File: config.mk
export PLATFORM = sky130hd
export DESIGN_NAME = vm2002_coin_acceptor_flat
export DESIGN_NICKNAME = d
export VERILOG_FILES = /design/src/rtl/vm2002_coin_acceptor_if.sv /design/src/rtl/vm2002_coin_acceptor.sv /design/src/flat_wrapper.sv
export SDC_FILE = /design/constraint.sdc
export NUM_CORES = 1
export LEC_CHECK = 0
export ABC_CLOCK_PERIOD_IN_PS = 3600
export BUFFER_PORTS_ARGS = -buffer_cell sky130_fd_sc_hd__buf_4
export CAP_MARGIN = 20
export CORE_UTILIZATION = 59
export DETAILED_ROUTE_END_ITERATION = 7
export PLACE_DENSITY = 0.81
export SLEW_MARGIN = 20
export SYNTH_ARGS = -nofsm -noshare
export SYNTH_HDL_FRONTEND = slang
export SYNTH_SLANG_ARGS = --single-unit
File: constraint.sdc
create_clock -name clk -period 3.6 [get_ports clk]
set_clock_uncertainty 0.05 [all_clocks]
set_input_delay 0.36 -clock clk [delete_from_list [all_inputs] [get_ports clk]]
set_output_delay 0.36 -clock clk [all_outputs]
set_load 0.005 [all_outputs]
File: src/rtl/vm2002_coin_acceptor_if.sv
`default_nettype none
// ============================================================================
// Module   : vm2002_coin_acceptor_if
// Purpose  : Coin, credit handshake and change signals between the vending
//            controller side (master) and the coin acceptor (slave).
// Revision : 1.0  initial release
// ============================================================================
interface vm2002_coin_acceptor_if #(
    parameter int CREDIT_W = 10
);
    logic                insert_coins;
    logic                select;
    logic                coin_valid;
    logic [1:0]          coin_type;
    logic                credit_ack;
    logic                credit_nack;
    logic [CREDIT_W-1:0] charge;
    logic [CREDIT_W-1:0] credit;
    logic                credit_valid;
    logic                start_timer;
    logic                timeout;
    logic                coin_reject;
    logic                change_pulse;
    logic [1:0]          change_type;
    logic                busy;

    modport master (
        output insert_coins, select, coin_valid, coin_type,
               credit_ack, credit_nack, charge,
        input  credit, credit_valid, start_timer, timeout,
               coin_reject, change_pulse, change_type, busy
    );

    modport slave (
        input  insert_coins, select, coin_valid, coin_type,
               credit_ack, credit_nack, charge,
        output credit, credit_valid, start_timer, timeout,
               coin_reject, change_pulse, change_type, busy
    );
endinterface
`default_nettype wire

File: src/rtl/vm2002_coin_acceptor.sv
`default_nettype none
// ============================================================================
// Module   : vm2002_coin_acceptor
// Purpose  : Coin collection, selection timer, credit hand-off and greedy
//            coin-by-coin change/refund payout for the vm2002 controller.
// Revision : 1.0  initial release
// ============================================================================
module vm2002_coin_acceptor #(
    parameter int CREDIT_W       = 10,
    parameter int MAX_CREDIT     = 500,
    parameter int TIMEOUT_CYCLES = 1000
) (
    input  logic                         clk,
    input  logic                         hrst,
    input  logic                         srst,
    vm2002_coin_acceptor_if.slave        bus
);

    localparam int TMR_W = (TIMEOUT_CYCLES > 1) ? $clog2(TIMEOUT_CYCLES) : 1;
    localparam logic [TMR_W-1:0]    c_tmr_load = TMR_W'(TIMEOUT_CYCLES - 1);
    localparam logic [CREDIT_W:0]   c_max_ext  = (CREDIT_W+1)'(MAX_CREDIT);
    localparam logic [CREDIT_W-1:0] c_nickel   = CREDIT_W'(5);

    typedef enum logic [1:0] {
        S_IDLE    = 2'd0,
        S_COLLECT = 2'd1,
        S_HOLD    = 2'd2,
        S_REFUND  = 2'd3
    } state_t;

    state_t              r_state, w_state_nxt;
    logic [CREDIT_W-1:0] r_credit, w_credit_nxt;
    logic [TMR_W-1:0]    r_timer, w_timer_nxt;
    logic                r_credit_valid, r_start_timer, r_busy;
    logic                r_timeout, w_timeout_nxt;
    logic                r_coin_reject, w_coin_reject_nxt;
    logic                r_change_pulse, w_change_pulse_nxt;
    logic [1:0]          r_change_type, w_change_type_nxt;

    logic [CREDIT_W-1:0] w_coin_val;
    logic [CREDIT_W:0]   w_sum;
    logic [1:0]          w_ref_type;
    logic [CREDIT_W-1:0] w_ref_val;

    always_comb begin
        w_coin_val = CREDIT_W'(5);
        case (bus.coin_type)
            2'b00:   w_coin_val = CREDIT_W'(5);
            2'b01:   w_coin_val = CREDIT_W'(10);
            2'b10:   w_coin_val = CREDIT_W'(25);
            default: w_coin_val = CREDIT_W'(100);
        endcase
    end

    assign w_sum = {1'b0, r_credit} + {1'b0, w_coin_val};

    // Greedy payout: largest denomination that still fits in the credit
    always_comb begin
        w_ref_type = 2'b00;
        w_ref_val  = CREDIT_W'(5);
        if (r_credit >= CREDIT_W'(100)) begin
            w_ref_type = 2'b11;
            w_ref_val  = CREDIT_W'(100);
        end else if (r_credit >= CREDIT_W'(25)) begin
            w_ref_type = 2'b10;
            w_ref_val  = CREDIT_W'(25);
        end else if (r_credit >= CREDIT_W'(10)) begin
            w_ref_type = 2'b01;
            w_ref_val  = CREDIT_W'(10);
        end
    end

    always_comb begin
        w_state_nxt        = r_state;
        w_credit_nxt       = r_credit;
        w_timer_nxt        = r_timer;
        w_timeout_nxt      = 1'b0;
        w_coin_reject_nxt  = bus.coin_valid;
        w_change_pulse_nxt = 1'b0;
        w_change_type_nxt  = 2'b00;

        case (r_state)
            S_IDLE: begin
                if (bus.insert_coins) begin
                    w_state_nxt = S_COLLECT;
                    w_timer_nxt = c_tmr_load;
                end
            end

            S_COLLECT: begin
                if (srst) begin
                    w_state_nxt = (r_credit != '0) ? S_REFUND : S_IDLE;
                end else if (r_timer == '0) begin
                    w_timeout_nxt = 1'b1;
                    w_state_nxt   = (r_credit != '0) ? S_REFUND : S_IDLE;
                end else begin
                    if (bus.coin_valid && (w_sum <= c_max_ext)) begin
                        w_credit_nxt      = w_sum[CREDIT_W-1:0];
                        w_timer_nxt       = c_tmr_load;
                        w_coin_reject_nxt = 1'b0;
                    end else begin
                        w_timer_nxt = r_timer - TMR_W'(1);
                    end
                    if (bus.select && (w_credit_nxt != '0)) begin
                        w_state_nxt = S_HOLD;
                    end
                end
            end

            S_HOLD: begin
                if (srst) begin
                    w_state_nxt = S_REFUND;
                end else if (bus.credit_nack ||
                             (bus.credit_ack && (bus.charge > r_credit))) begin
                    w_state_nxt = S_COLLECT;
                    w_timer_nxt = c_tmr_load;
                end else if (bus.credit_ack) begin
                    w_credit_nxt = r_credit - bus.charge;
                    w_state_nxt  = (bus.charge != r_credit) ? S_REFUND : S_IDLE;
                end
            end

            S_REFUND: begin
                // Pulse on alternate cycles; sub-nickel remainder is forfeited
                if (!r_change_pulse && (r_credit >= c_nickel)) begin
                    w_change_pulse_nxt = 1'b1;
                    w_change_type_nxt  = w_ref_type;
                    w_credit_nxt       = r_credit - w_ref_val;
                end else if (r_credit < c_nickel) begin
                    w_credit_nxt = '0;
                    w_state_nxt  = S_IDLE;
                end
            end

            default: begin
                w_state_nxt = S_IDLE;
            end
        endcase
    end

    always_ff @(posedge clk or posedge hrst) begin
        if (hrst) begin
            r_state        <= S_IDLE;
            r_credit       <= '0;
            r_timer        <= '0;
            r_credit_valid <= 1'b0;
            r_start_timer  <= 1'b0;
            r_busy         <= 1'b0;
            r_timeout      <= 1'b0;
            r_coin_reject  <= 1'b0;
            r_change_pulse <= 1'b0;
            r_change_type  <= 2'b00;
        end else begin
            r_state        <= w_state_nxt;
            r_credit       <= w_credit_nxt;
            r_timer        <= w_timer_nxt;
            r_credit_valid <= (w_state_nxt == S_HOLD);
            r_start_timer  <= (w_state_nxt == S_COLLECT);
            r_busy         <= (w_state_nxt != S_IDLE);
            r_timeout      <= w_timeout_nxt;
            r_coin_reject  <= w_coin_reject_nxt;
            r_change_pulse <= w_change_pulse_nxt;
            r_change_type  <= w_change_type_nxt;
        end
    end

    assign bus.credit       = r_credit;
    assign bus.credit_valid = r_credit_valid;
    assign bus.start_timer  = r_start_timer;
    assign bus.timeout      = r_timeout;
    assign bus.coin_reject  = r_coin_reject;
    assign bus.change_pulse = r_change_pulse;
    assign bus.change_type  = r_change_type;
    assign bus.busy         = r_busy;

endmodule
`default_nettype wire

File: src/flat_wrapper.sv
// flat-port wrapper written by rule: the top's interface ports become plain ports
module vm2002_coin_acceptor_flat 
#(
    parameter int CREDIT_W       = 10,
    parameter int MAX_CREDIT     = 500,
    parameter int TIMEOUT_CYCLES = 1000
)
  (clk, hrst, srst, bus_insert_coins, bus_select, bus_coin_valid, bus_coin_type, bus_credit_ack, bus_credit_nack, bus_charge, bus_credit, bus_credit_valid, bus_start_timer, bus_timeout, bus_coin_reject, bus_change_pulse, bus_change_type, bus_busy);
  vm2002_coin_acceptor_if #(.CREDIT_W(CREDIT_W)) bus_i ();
  input  logic clk;
  input  logic hrst;
  input  logic srst;
  input wire logic [$bits(bus_i.insert_coins)-1:0] bus_insert_coins;
  input wire logic [$bits(bus_i.select)-1:0] bus_select;
  input wire logic [$bits(bus_i.coin_valid)-1:0] bus_coin_valid;
  input wire logic [$bits(bus_i.coin_type)-1:0] bus_coin_type;
  input wire logic [$bits(bus_i.credit_ack)-1:0] bus_credit_ack;
  input wire logic [$bits(bus_i.credit_nack)-1:0] bus_credit_nack;
  input wire logic [$bits(bus_i.charge)-1:0] bus_charge;
  output wire logic [$bits(bus_i.credit)-1:0] bus_credit;
  output wire logic [$bits(bus_i.credit_valid)-1:0] bus_credit_valid;
  output wire logic [$bits(bus_i.start_timer)-1:0] bus_start_timer;
  output wire logic [$bits(bus_i.timeout)-1:0] bus_timeout;
  output wire logic [$bits(bus_i.coin_reject)-1:0] bus_coin_reject;
  output wire logic [$bits(bus_i.change_pulse)-1:0] bus_change_pulse;
  output wire logic [$bits(bus_i.change_type)-1:0] bus_change_type;
  output wire logic [$bits(bus_i.busy)-1:0] bus_busy;
  assign bus_i.insert_coins = bus_insert_coins;
  assign bus_i.select = bus_select;
  assign bus_i.coin_valid = bus_coin_valid;
  assign bus_i.coin_type = bus_coin_type;
  assign bus_i.credit_ack = bus_credit_ack;
  assign bus_i.credit_nack = bus_credit_nack;
  assign bus_i.charge = bus_charge;
  assign bus_credit = bus_i.credit;
  assign bus_credit_valid = bus_i.credit_valid;
  assign bus_start_timer = bus_i.start_timer;
  assign bus_timeout = bus_i.timeout;
  assign bus_coin_reject = bus_i.coin_reject;
  assign bus_change_pulse = bus_i.change_pulse;
  assign bus_change_type = bus_i.change_type;
  assign bus_busy = bus_i.busy;
  vm2002_coin_acceptor #(.CREDIT_W(CREDIT_W), .MAX_CREDIT(MAX_CREDIT), .TIMEOUT_CYCLES(TIMEOUT_CYCLES)) u_core (.clk(clk), .hrst(hrst), .srst(srst), .bus(bus_i));
endmodule
==> Yosys cells after proc, flatten, opt, wreduce, memory -nomap -nowiden <==
Index checks and enable logic that the tools add are counted.
{ "op_classes": {"add_sub_neg": 4, "order_cmp": 7, "n_eq_ne": 16, "muxes": 49, "n_reduce_logical": 16} }
{ "op_table": {"columns": ["operator", "count"], "rows": [
  ["$mux W10", 19],
  ["$pmux W10 S3", 2],
  ["$mux W2", 15],
  ["$pmux W7 S3", 1],
  ["$reduce_bool A10 Y1", 2],
  ["$sub A10 B10 Y10", 2],
  ["$ne A2 B2 Y1 const B", 6],
  ["$add A10 B7 Y11", 1],
  ["$le A11 B9 Y1 const B", 1],
  ["$ge A10 B3 Y1 const B", 1],
  ["$ge A10 B4 Y1 const B", 1],
  ["$ge A10 B5 Y1 const B", 1],
  ["$ge A10 B7 Y1 const B", 1],
  ["$gt A10 B10 Y1", 1],
  ["$logic_not A10 Y1", 1],
  ["$lt A10 B3 Y1 const B", 1],
  ["$mux W1", 10],
  ["$ne A10 B10 Y1", 1],
  ["$sub A10 B1 Y10 const B", 1],
  ["$eq A2 B2 Y1 const B", 4],
  ["$pmux W2 S4", 1],
  ["$reduce_and A7 Y1", 1],
  ["$eq A2 B1 Y1 const B", 3],
  ["$reduce_and A6 Y1", 1],
  ["9 further kinds", 14]
]} }
{ "totals": {"reg_bits": 30, "input_bits": 20, "out_inout_bits": 18} }

==> Depth between registers and ports, before layout <==
Gate-level depths: netlist (run 1).
{ "depth": {"word_depth": 16, "ltp_mapped": 17, "ltp_nobuf": 16} }

==> Least setup slack after synthesis (run 1) <==
Ideal clock, no wire load.
{ "synth_timing": {"path_kind": "register to register", "from": "register u_core.r_credit[8], in the netlist u_core.bus.credit[8]", "to": "register u_core.r_credit[8], in the netlist u_core.bus.credit[8]", "t_arrival_ns": 3.175, "required_ns": 3.429, "slack_ns": 0.254, "stages_incl_launch_ff": 16, "n_path_buf": 1, "path_cell_list": "dfrtp_1 -> buf_2 -> or3_1 -> a31oi_1 -> and2_1 -> ha_1 -> inv_1 -> fa_1 -> a21o_1 -> a21oi_1 -> o21bai_1 -> a21o_1 -> a21oi_1 -> nor2b_1 -> o21ai_0 -> a22o_1"} }
{ "synth_between": {"elab_chain_cells": 10, "elab_cells_between_ends": 31, "cone_classes": "add/sub (3); order compare (7); eq/ne (2); mux (14); reduce/logical (5)"} }
{ "synth_lines": {"columns": ["element", "line", "rtl"], "rows": [
  ["from (decl)", "vm2002_coin_acceptor.sv:32", "logic [CREDIT_W-1:0] r_credit, w_credit_nxt;"],
  ["from (signal assigned)", "vm2002_coin_acceptor.sv:155", "r_credit <= w_credit_nxt;"],
  ["$add A10 B7 Y11", "vm2002_coin_acceptor.sv:55", "assign w_sum = {1'b0, r_credit} + {1'b0, w_coin_val};"],
  ["$le A11 B9 Y1", "vm2002_coin_acceptor.sv:97", "if (bus.coin_valid && (w_sum <= c_max_ext)) begin"],
  ["$logic_and A1 B1 Y1", "vm2002_coin_acceptor.sv:97", null],
  ["$mux W10", "vm2002_coin_acceptor.sv:97", null],
  ["$mux W10", "vm2002_coin_acceptor.sv:93", "end else if (r_timer == '0) begin"],
  ["$mux W10", "vm2002_coin_acceptor.sv:91", "if (srst) begin"],
  ["$mux W10", "vm2002_coin_acceptor.sv:82", "case (r_state)"],
  ["$mux W10", "vm2002_coin_acceptor.sv:93", null],
  ["$mux W10", "vm2002_coin_acceptor.sv:91", null],
  ["$pmux W10 S3", "vm2002_coin_acceptor.sv:82", null]
]} }
Several ways; a longest one is shown, not always the timed one. The select of a mux whose other input is x is not followed.
A chain may end at the register's enable or synchronous reset.

==> Worst setup path in the final report (run 1) <==
{ "layout_timing": {"from": "register u_core.r_credit[1], in the netlist u_core.bus.credit[1]", "to": "register u_core.r_credit[8], in the netlist u_core.bus.credit[8]"} }
Same word-level chain as after synthesis.

==> results.md, run 1 <==
* Syn Inst Count at 363
* Largest net degree at the start of global routing at 22
* Synth Flop Type: dfrtp_1
* Crit end category: flop
* Sequential element share of the synthesized area at 0.253
* TritonCTS buffer count at 5
* Max-slew headroom at 0.508
* First-pass GRT wire length at 12.9 mm
* Die Ht at 72.9 um
* FF-to-FF path depth at 16
* WS Path Type: reg -> reg
* Root Buffer: clkbuf_8
* Max Clock Freq at 0.298 GHz
* Port buffer count at 37
* Total of max-cap violations at 0
* Main area contributors after synthesis: dfrtp_1 25%, ha_1 12%, a21oi_1 4.4%
* Clock power share at 0.084
* Starting density of the core at 0.619
* Syn_area_per_cell at 8.16 um2
* DRC viols at 0
* Critical Path Max Stage Delay at 0.44 ns
* Antenna violations before repair at 0
* Iter 0 DRT Violations at 228
* Fin. max-slew vios at 0
* Layout Cells excl Fill at 478
* Gr usage total at 0.318
* Worst slack, placed at 0.210 ns
* Synthesized flop and latch total at 30
* Post-route ant nets at 0
* Distinct cell type count after synthesis at 57
* Total power at 3.48 mW
* Vias in the first global route at 2862
* Peak supply drop at 0.917 mV
* Register-to-register setup slack at 0.25 ns
* Share of Yosys cell area claimed by the top area cell type at 0.253
* Number of synthesized flops with an enable pin at 0
* Ant. Diodes at 0
* Required time of the worst setup path at 3.73 ns
* Share of cells above drive strength 1 at 0.168
* DR vias at 3010
* Inst Count DP at 470
* RSZ-0062 raised after global routing: no
* Drt first pass iters at 5
* Clk slew on worst S/H paths at 0.07 ns
* Status: finished, final reports clean
* Leak Pwr at 1.63 nW
* CP Max Fanout at 7
* Final Hold Vio Count at 0
* Syn_nets at 414
* # clock sinks at 30
* Via-per-instance ratio at 6.30
* PnR worst setup slack at 0.246 ns
* CTS H-tree depth at 2
* Sum of negative setup slack at 0 ns
* Die Span X at 72.9 um
* Post-route cell area at 3500 um2
* Worst path cell trace: buf_4 > o21ai_0 > nand2_1 > nand2_1 > and2_1 > ha_1 > inv_1 > fa_1 > a21o_1 > a21oi_1 > o21bai_1 > a21o_1 > a21oi_2 > nor2b_1 > o21ai_0 > a22o_1
* Clock latency on the worst-skew pair at 0.29 ns
* Placer Congestion at 0.906
* Total core area at 4790 um2
* Switching Share at 0.505
* Total grt overflow at 0
* Min Hold Slack at 0.125 ns
* Cell taking the most area after synthesis: dfrtp_1
* Worst reg2reg endpoint: u_core.bus.credit[8]$_DFFE_PP0P_
* Die Area at 5310 um2
* Mapped cell area at 2960 um2
* Clock Path Buffers at 2
* Finished Core Util at 0.732
* Psw at 1.76 mW
* R2R Path Start: u_core.bus.credit[1]$_DFFE_PP0P_
* Combinational power share at 0.749
* Share of power burned in registers at 0.167
* Final nets at 461
* Area post-placement at 3400 um2
* Startpoint type of the worst setup path: flop
* Drt wl/cell at 16.5 um
* Final setup violation count at 0
* Post-route clock period utilization at 0.932
* Synth-to-Final Area Change at 18.2%
* HP Class: in -> async
* Slowest CP cell: dfrtp_1
* Post-detailed-routing wire length at 7.90 mm
* P_int at 1.72 mW
* Yosys Warn Count at 0
* CTS tree: yes
* Min Tclk post-route at 3.35 ns
* DPL Wire Length at 6.09 mm
* Synth async-reset ratio at 1.00
* Critical path arrival at 3.48 ns
* IO Count at 38
* Fillers at 402
* Num rows at 25
* P per Cell Area at 994 nW/um2
* Worst Tran Pin Value at 0.734 ns
## worst max path at each step
stage | startpoint | endpoint | slack [ns] | cells past startpoint
after global routing | u_core.bus.credit[1]$_DFFE_PP0P_ | u_core.bus.credit[8]$_DFFE_PP0P_ | 0.02 | 16
after CTS | u_core.bus.credit[1]$_DFFE_PP0P_ | u_core.bus.credit[8]$_DFFE_PP0P_ | 0.18 | 16
final | u_core.bus.credit[1]$_DFFE_PP0P_ | u_core.bus.credit[8]$_DFFE_PP0P_ | 0.25 | 16
after floorplan | u_core.bus.credit[8]$_DFFE_PP0P_ | u_core.bus.credit[8]$_DFFE_PP0P_ | 0.25 | 15
after global placement | u_core.bus.credit[1]$_DFFE_PP0P_ | u_core.bus.credit[8]$_DFFE_PP0P_ | 0.23 | 16
after detailed placement | u_core.bus.credit[1]$_DFFE_PP0P_ | u_core.bus.credit[8]$_DFFE_PP0P_ | 0.21 | 16
## routing by layer
| layer | part of all wire | GRT usage | up-vias |
|---|---|---|---|
| met5 | 0 | 0 | - |
| li1 | - | - | 1434 |
| met1 | 0.44 | 0.414 | 1447 |
| met4 | 0.036 | 0.144 | 0 |
| met2 | 0.47 | 0.511 | 98 |
| met3 | 0.051 | 0.0622 | 31 |
## layout by cell type (no fill, tap or decap), types with 4 or more instances in the layout
| cell type | Yosys | layout |
|---|---|---|
| ha_1 | 28 | 28 |
| dfrtp_1 | 30 | 30 |
| a22oi_1 | 4 | 4 |
| o31ai_1 | 5 | 5 |
| buf_4 | 0 | 50 |
| nand3_1 | 10 | 10 |
| inv_1 | 34 | 34 |
| a31oi_1 | 6 | 6 |
| o21ai_0 | 23 | 23 |
| mux2i_1 | 5 | 5 |
| o221ai_1 | 6 | 6 |
| nor3_1 | 16 | 16 |
| or3_1 | 4 | 4 |
| nand2b_1 | 5 | 5 |
| xor2_1 | 8 | 8 |
| a21o_1 | 8 | 8 |
| xnor2_1 | 14 | 14 |
| o21a_1 | 4 | 4 |
| nor2_1 | 28 | 28 |
| clkbuf_8 | 0 | 6 |
| and3_1 | 4 | 4 |
| nand2_1 | 26 | 26 |
| nand4_1 | 4 | 4 |
| a21oi_1 | 26 | 25 |
## power groups by stage
| stage | clock network [mW] | logic (mW) | registers [mW] |
|---|---|---|---|
| final | 0.293 | 2.61 | 0.582 |
| after global routing | 0.312 | 2.86 | 0.594 |
| after CTS | 0.292 | 2.54 | 0.575 |
| after detailed placement | 0 | 2.52 | 0.581 |
| after global placement | 0 | 2.49 | 0.579 |
| after floorplan | 0 | 1.79 | 0.595 |
## worst max-delay path, delay by kind of cell, from the launching register on
kind	cells	cell delay [ns]
buffers and inverters	2	0.26
DFF	1	0.44
and+or+nand+nor	4	0.53
adders and majority gates	2	0.58
AOI/OAI and AO/OA	8	1.38
## flip-flops by register name (all words and copies together), names as in the netlist
register / flops
u_core.bus.busy: 1
u_core.bus.change_type: 2
u_core.bus.change_pulse: 1
u_core.r_timer: 10
u_core.bus.coin_reject: 1
u_core.bus.timeout: 1
u_core.r_state: 2
u_core.bus.start_timer: 1
u_core.bus.credit: 10
u_core.bus.credit_valid: 1
## layout make-up
type	count	area [um2]	share of cell area
Inverter	34	128	0.0364
Clock inverter	2	12.5	0.00357
Clock buffer	6	82.6	0.0236
Tap cell	67	83.8	0.0239
Sequential cell	30	751	0.214
Timing Repair Buffer	51	403	0.115
Multi-Input combinational cell	288	2040	0.583
## kinds of logic (layout without fill, tap and decap cells)
| family | Yosys count | after routing | share of synthesized area |
|---|---|---|---|
| fa+ha+maj | 31 | 31 | 0.139 |
| simple gates | 112 | 112 | 0.191 |
| compound gates | 118 | 118 | 0.277 |
| flops | 30 | 30 | 0.253 |
| xor+xnor | 22 | 22 | 0.0650 |
| mux | 5 | 5 | 0.0169 |
| buf+inv | 45 | 93 | 0.0587 |
## timing repair
action	in CTS	in global routing
setup buffers	0	0
endpoints found under the setup margin	0	1
gates resized for setup	0	1
hold buffers	0	0
## cells in the mapped netlist (all sizes together) (2+ instances only)
| master | number |
|---|---|
| inv | 34 |
| dfrtp | 30 |
| ha | 28 |
| nor2 | 28 |
| a21oi | 26 |
| nand2 | 26 |
| o21ai | 23 |
| nor3 | 18 |
| xnor2 | 14 |
| nand3 | 10 |
| a21o | 8 |
| xor2 | 8 |
| clkbuf | 7 |
| a31oi | 6 |
| o221ai | 6 |
| a211oi | 5 |
| mux2i | 5 |
| nand2b | 5 |
| o31ai | 5 |
| a22oi | 4 |
| and3 | 4 |
| buf | 4 |
| nand4 | 4 |
| o21a | 4 |
| or3 | 4 |
| a22o | 3 |
| a41o | 3 |
| fa | 3 |
| nor2b | 3 |
| o2111ai | 3 |
| o211ai | 3 |
| o31a | 3 |
| or2 | 3 |
| a211o | 2 |
| a41oi | 2 |
| o32a | 2 |
Note: power is estimated with default switching activity, not from simulation.
==> inputs of run 2 (changes only) <==
--- a/config.mk
+++ b/config.mk
@@ -5,12 +5,13 @@
 export SDC_FILE = /design/constraint.sdc
 export NUM_CORES = 1
 export LEC_CHECK = 0
-export ABC_CLOCK_PERIOD_IN_PS = 3600
+export ABC_CLOCK_PERIOD_IN_PS = 4150
 export BUFFER_PORTS_ARGS = -buffer_cell sky130_fd_sc_hd__buf_4
 export CAP_MARGIN = 20
-export CORE_UTILIZATION = 59
+export CORE_UTILIZATION = 60
 export DETAILED_ROUTE_END_ITERATION = 7
-export PLACE_DENSITY = 0.81
+export GPL_ROUTABILITY_DRIVEN = 0
+export PLACE_DENSITY = 0.82
 export SLEW_MARGIN = 20
 export SYNTH_ARGS = -nofsm -noshare
 export SYNTH_HDL_FRONTEND = slang
==> constraint.sdc (replaced) <==
create_clock -name clk -period 4.15 [get_ports clk]
set_clock_uncertainty 0.05 [all_clocks]
set_input_delay 0.415 -clock clk [delete_from_list [all_inputs] [get_ports clk]]
set_output_delay 0.415 -clock clk [all_outputs]
set_load 0.005 [all_outputs]
==> run 2 against run 1 <==
  * Critical path depth is 2 lower
  * Die area is 1.6% lower
  * Wire length is 4.1% lower
  * Critical path type unchanged
  * Critical endpoint unchanged
  * Combinational power is 21% lower
  * Utilization is 1.0 points lower
  * Final area is 2.7% lower
  * Register-to-register slack better by 0.17 ns
  * Clock-buffer cell count is 1 higher
  * Highest routed layer unchanged
==> results.md, run 2 (synthesis gave the netlist of run 1 again) <==
* Clock Path Buffers at 2
* Count of hold-fix buffers inserted at cts at 0
* Worst path top cell family by delay: compound AO/OA/AOI/OAI gates
* P per Cell Area at 849 nW/um2
* CP bufs+invs at 1
* Die Area at 5220 um2
* Gr usage total at 0.312
* Largest net degree at the start of global routing at 31
* Final nets at 452
* Switching Share at 0.504
* Crit end category: flop
* Number of post-CTS setup repair buffers at 0
* Port buffer count at 37
* Synth-to-Final Area Change at 15.0%
* Area post-placement at 3320 um2
* Most frequent cells in the layout: 42 x buf_4, 34 x inv_1, 30 x dfrtp_1, 28 x nor2_1, 28 x ha_1
* CP Max Fanout at 9
* Peak supply drop at 0.597 mV
* Total grt overflow at 0
* Startpoint type of the worst setup path: flop
* Num rows at 25
* Final setup violation count at 0
* DRC viols at 0
* Worst path cell trace: or3_1 > a31oi_1 > and2_1 > ha_1 > inv_1 > fa_1 > a21o_1 > a21oi_1 > o21bai_1 > a21o_1 > a21oi_1 > nor2b_1 > o21ai_0 > a22o_1
* Drt wl/cell at 16.2 um
* Post-route ant nets at 0
* Post-CTS sizing at 0
* Min Tclk post-route at 3.73 ns
* Die Span X at 72.3 um
* HP Class: in -> async
* Fin. max-slew vios at 0
* Worst Tran Pin Value at 0.687 ns
* IO Count at 38
* # clock sinks at 30
* Max Clock Freq at 0.268 GHz
* Fillers at 370
* Share of cells above drive strength 1 at 0.144
* Antenna violations before repair at 0
* Combinational power share at 0.712
* Total core area at 4720 um2
* Clk slew on worst S/H paths at 0.07 ns
* Slowest CP cell: dfrtp_1
* Vias in the first global route at 2800
* First-pass GRT wire length at 12.7 mm
* RSZ-0062 raised after global routing: no
* Max-slew headroom at 0.539
* Required time of the worst setup path at 4.28 ns
* Critical path arrival at 3.86 ns
* Root Buffer: clkbuf_8
* Post-route clock period utilization at 0.899
* Status: finished, final reports clean
* Drt first pass iters at 5
* Commonest non-fill, non-tap cell in the layout: buf_4
* Die Ht at 72.3 um
* Final Hold Vio Count at 0
* Post-route cell area at 3410 um2
* Total of max-cap violations at 0
* Psw at 1.46 mW
* Share of power burned in registers at 0.204
* WS Path Type: reg -> reg
* Clock power share at 0.084
* Sum of negative setup slack at 0 ns
* P_int at 1.43 mW
* Critical Path Max Stage Delay at 0.50 ns
* CTS H-tree depth at 2
* Ant. Diodes at 0
* Leak Pwr at 1.57 nW
* CTS tree: yes
* DPL Wire Length at 5.81 mm
* DR vias at 2957
* Starting density of the core at 0.627
* TritonCTS buffer count at 5
* Clock latency on the worst-skew pair at 0.29 ns
* Via-per-instance ratio at 6.30
* Min Hold Slack at 0.148 ns
* Iter 0 DRT Violations at 211
* Post-detailed-routing wire length at 7.58 mm
run 2: layer usage:
layer	GRT usage	routed length [um]
met2	0.520	3520
met3	0.0625	541
met4	0.111	148
met5	0	0
met1	0.401	3370
run 2: worst paths after layout:
check	startpoint	end	slack, ns	cells after the start
max	u_core.bus.credit[2]$_DFFE_PP0P_	u_core.bus.credit[8]$_DFFE_PP0P_	0.42	14
max in group asynchronous	hrst	u_core.r_timer[2]$_DFFE_PP0P_	3.61	3
max reg2reg	u_core.bus.credit[2]$_DFFE_PP0P_	u_core.bus.credit[8]$_DFFE_PP0P_	0.42	14
min reg2reg	u_core.r_timer[2]$_DFFE_PP0P_	u_core.r_timer[2]$_DFFE_PP0P_	0.48	1
min in group clk	bus_coin_valid	u_core.bus.coin_reject$_DFF_PP0_	0.34	2
min	hrst	u_core.r_state[0]$_DFF_PP0_	0.15	3
run 2: area by class of cell:
cell class / instances / area [um2] / share of cell area
clock buffer: 7 / 86.3 / 0.0253
clock inverter: 1 / 5.00 / 0.00147
inverter: 34 / 128 / 0.0375
multi-input combinational: 288 / 2040 / 0.598
sequential: 30 / 751 / 0.220
tap: 67 / 83.8 / 0.0246
timing repair buffer: 42 / 315 / 0.0925
run 2: power groups by stage:
stage | logic [mW] | registers (mW) | clock network (mW)
finish | 2.06 | 0.589 | 0.243
global route | 2.28 | 0.611 | 0.258
CTS | 2.03 | 0.586 | 0.244
detailed placement | 2.01 | 0.592 | 0
global placement | 1.97 | 0.587 | 0
floorplan | 1.55 | 0.516 | 0
run 2: stage by stage:
step	setup WS [ns]	power [mW]	utilization	cells
finish	0.419	2.89	0.721	469
global route	0.256	3.15	0.721	469
CTS	0.479	2.86	0.721	469
detailed placement	0.501	2.60	0.702	461
global placement	0.595	2.56	0.702	461
floorplan	0.804	2.07	-	363
run 2: worst register-to-register path, delay by kind of cell, from the launching register on:
family          cells  cell delay, ns
buf+inv             1            0.07
flops               1            0.50
fa+ha+maj           2            0.59
compound gates      8            1.64
simple gates        3            0.78
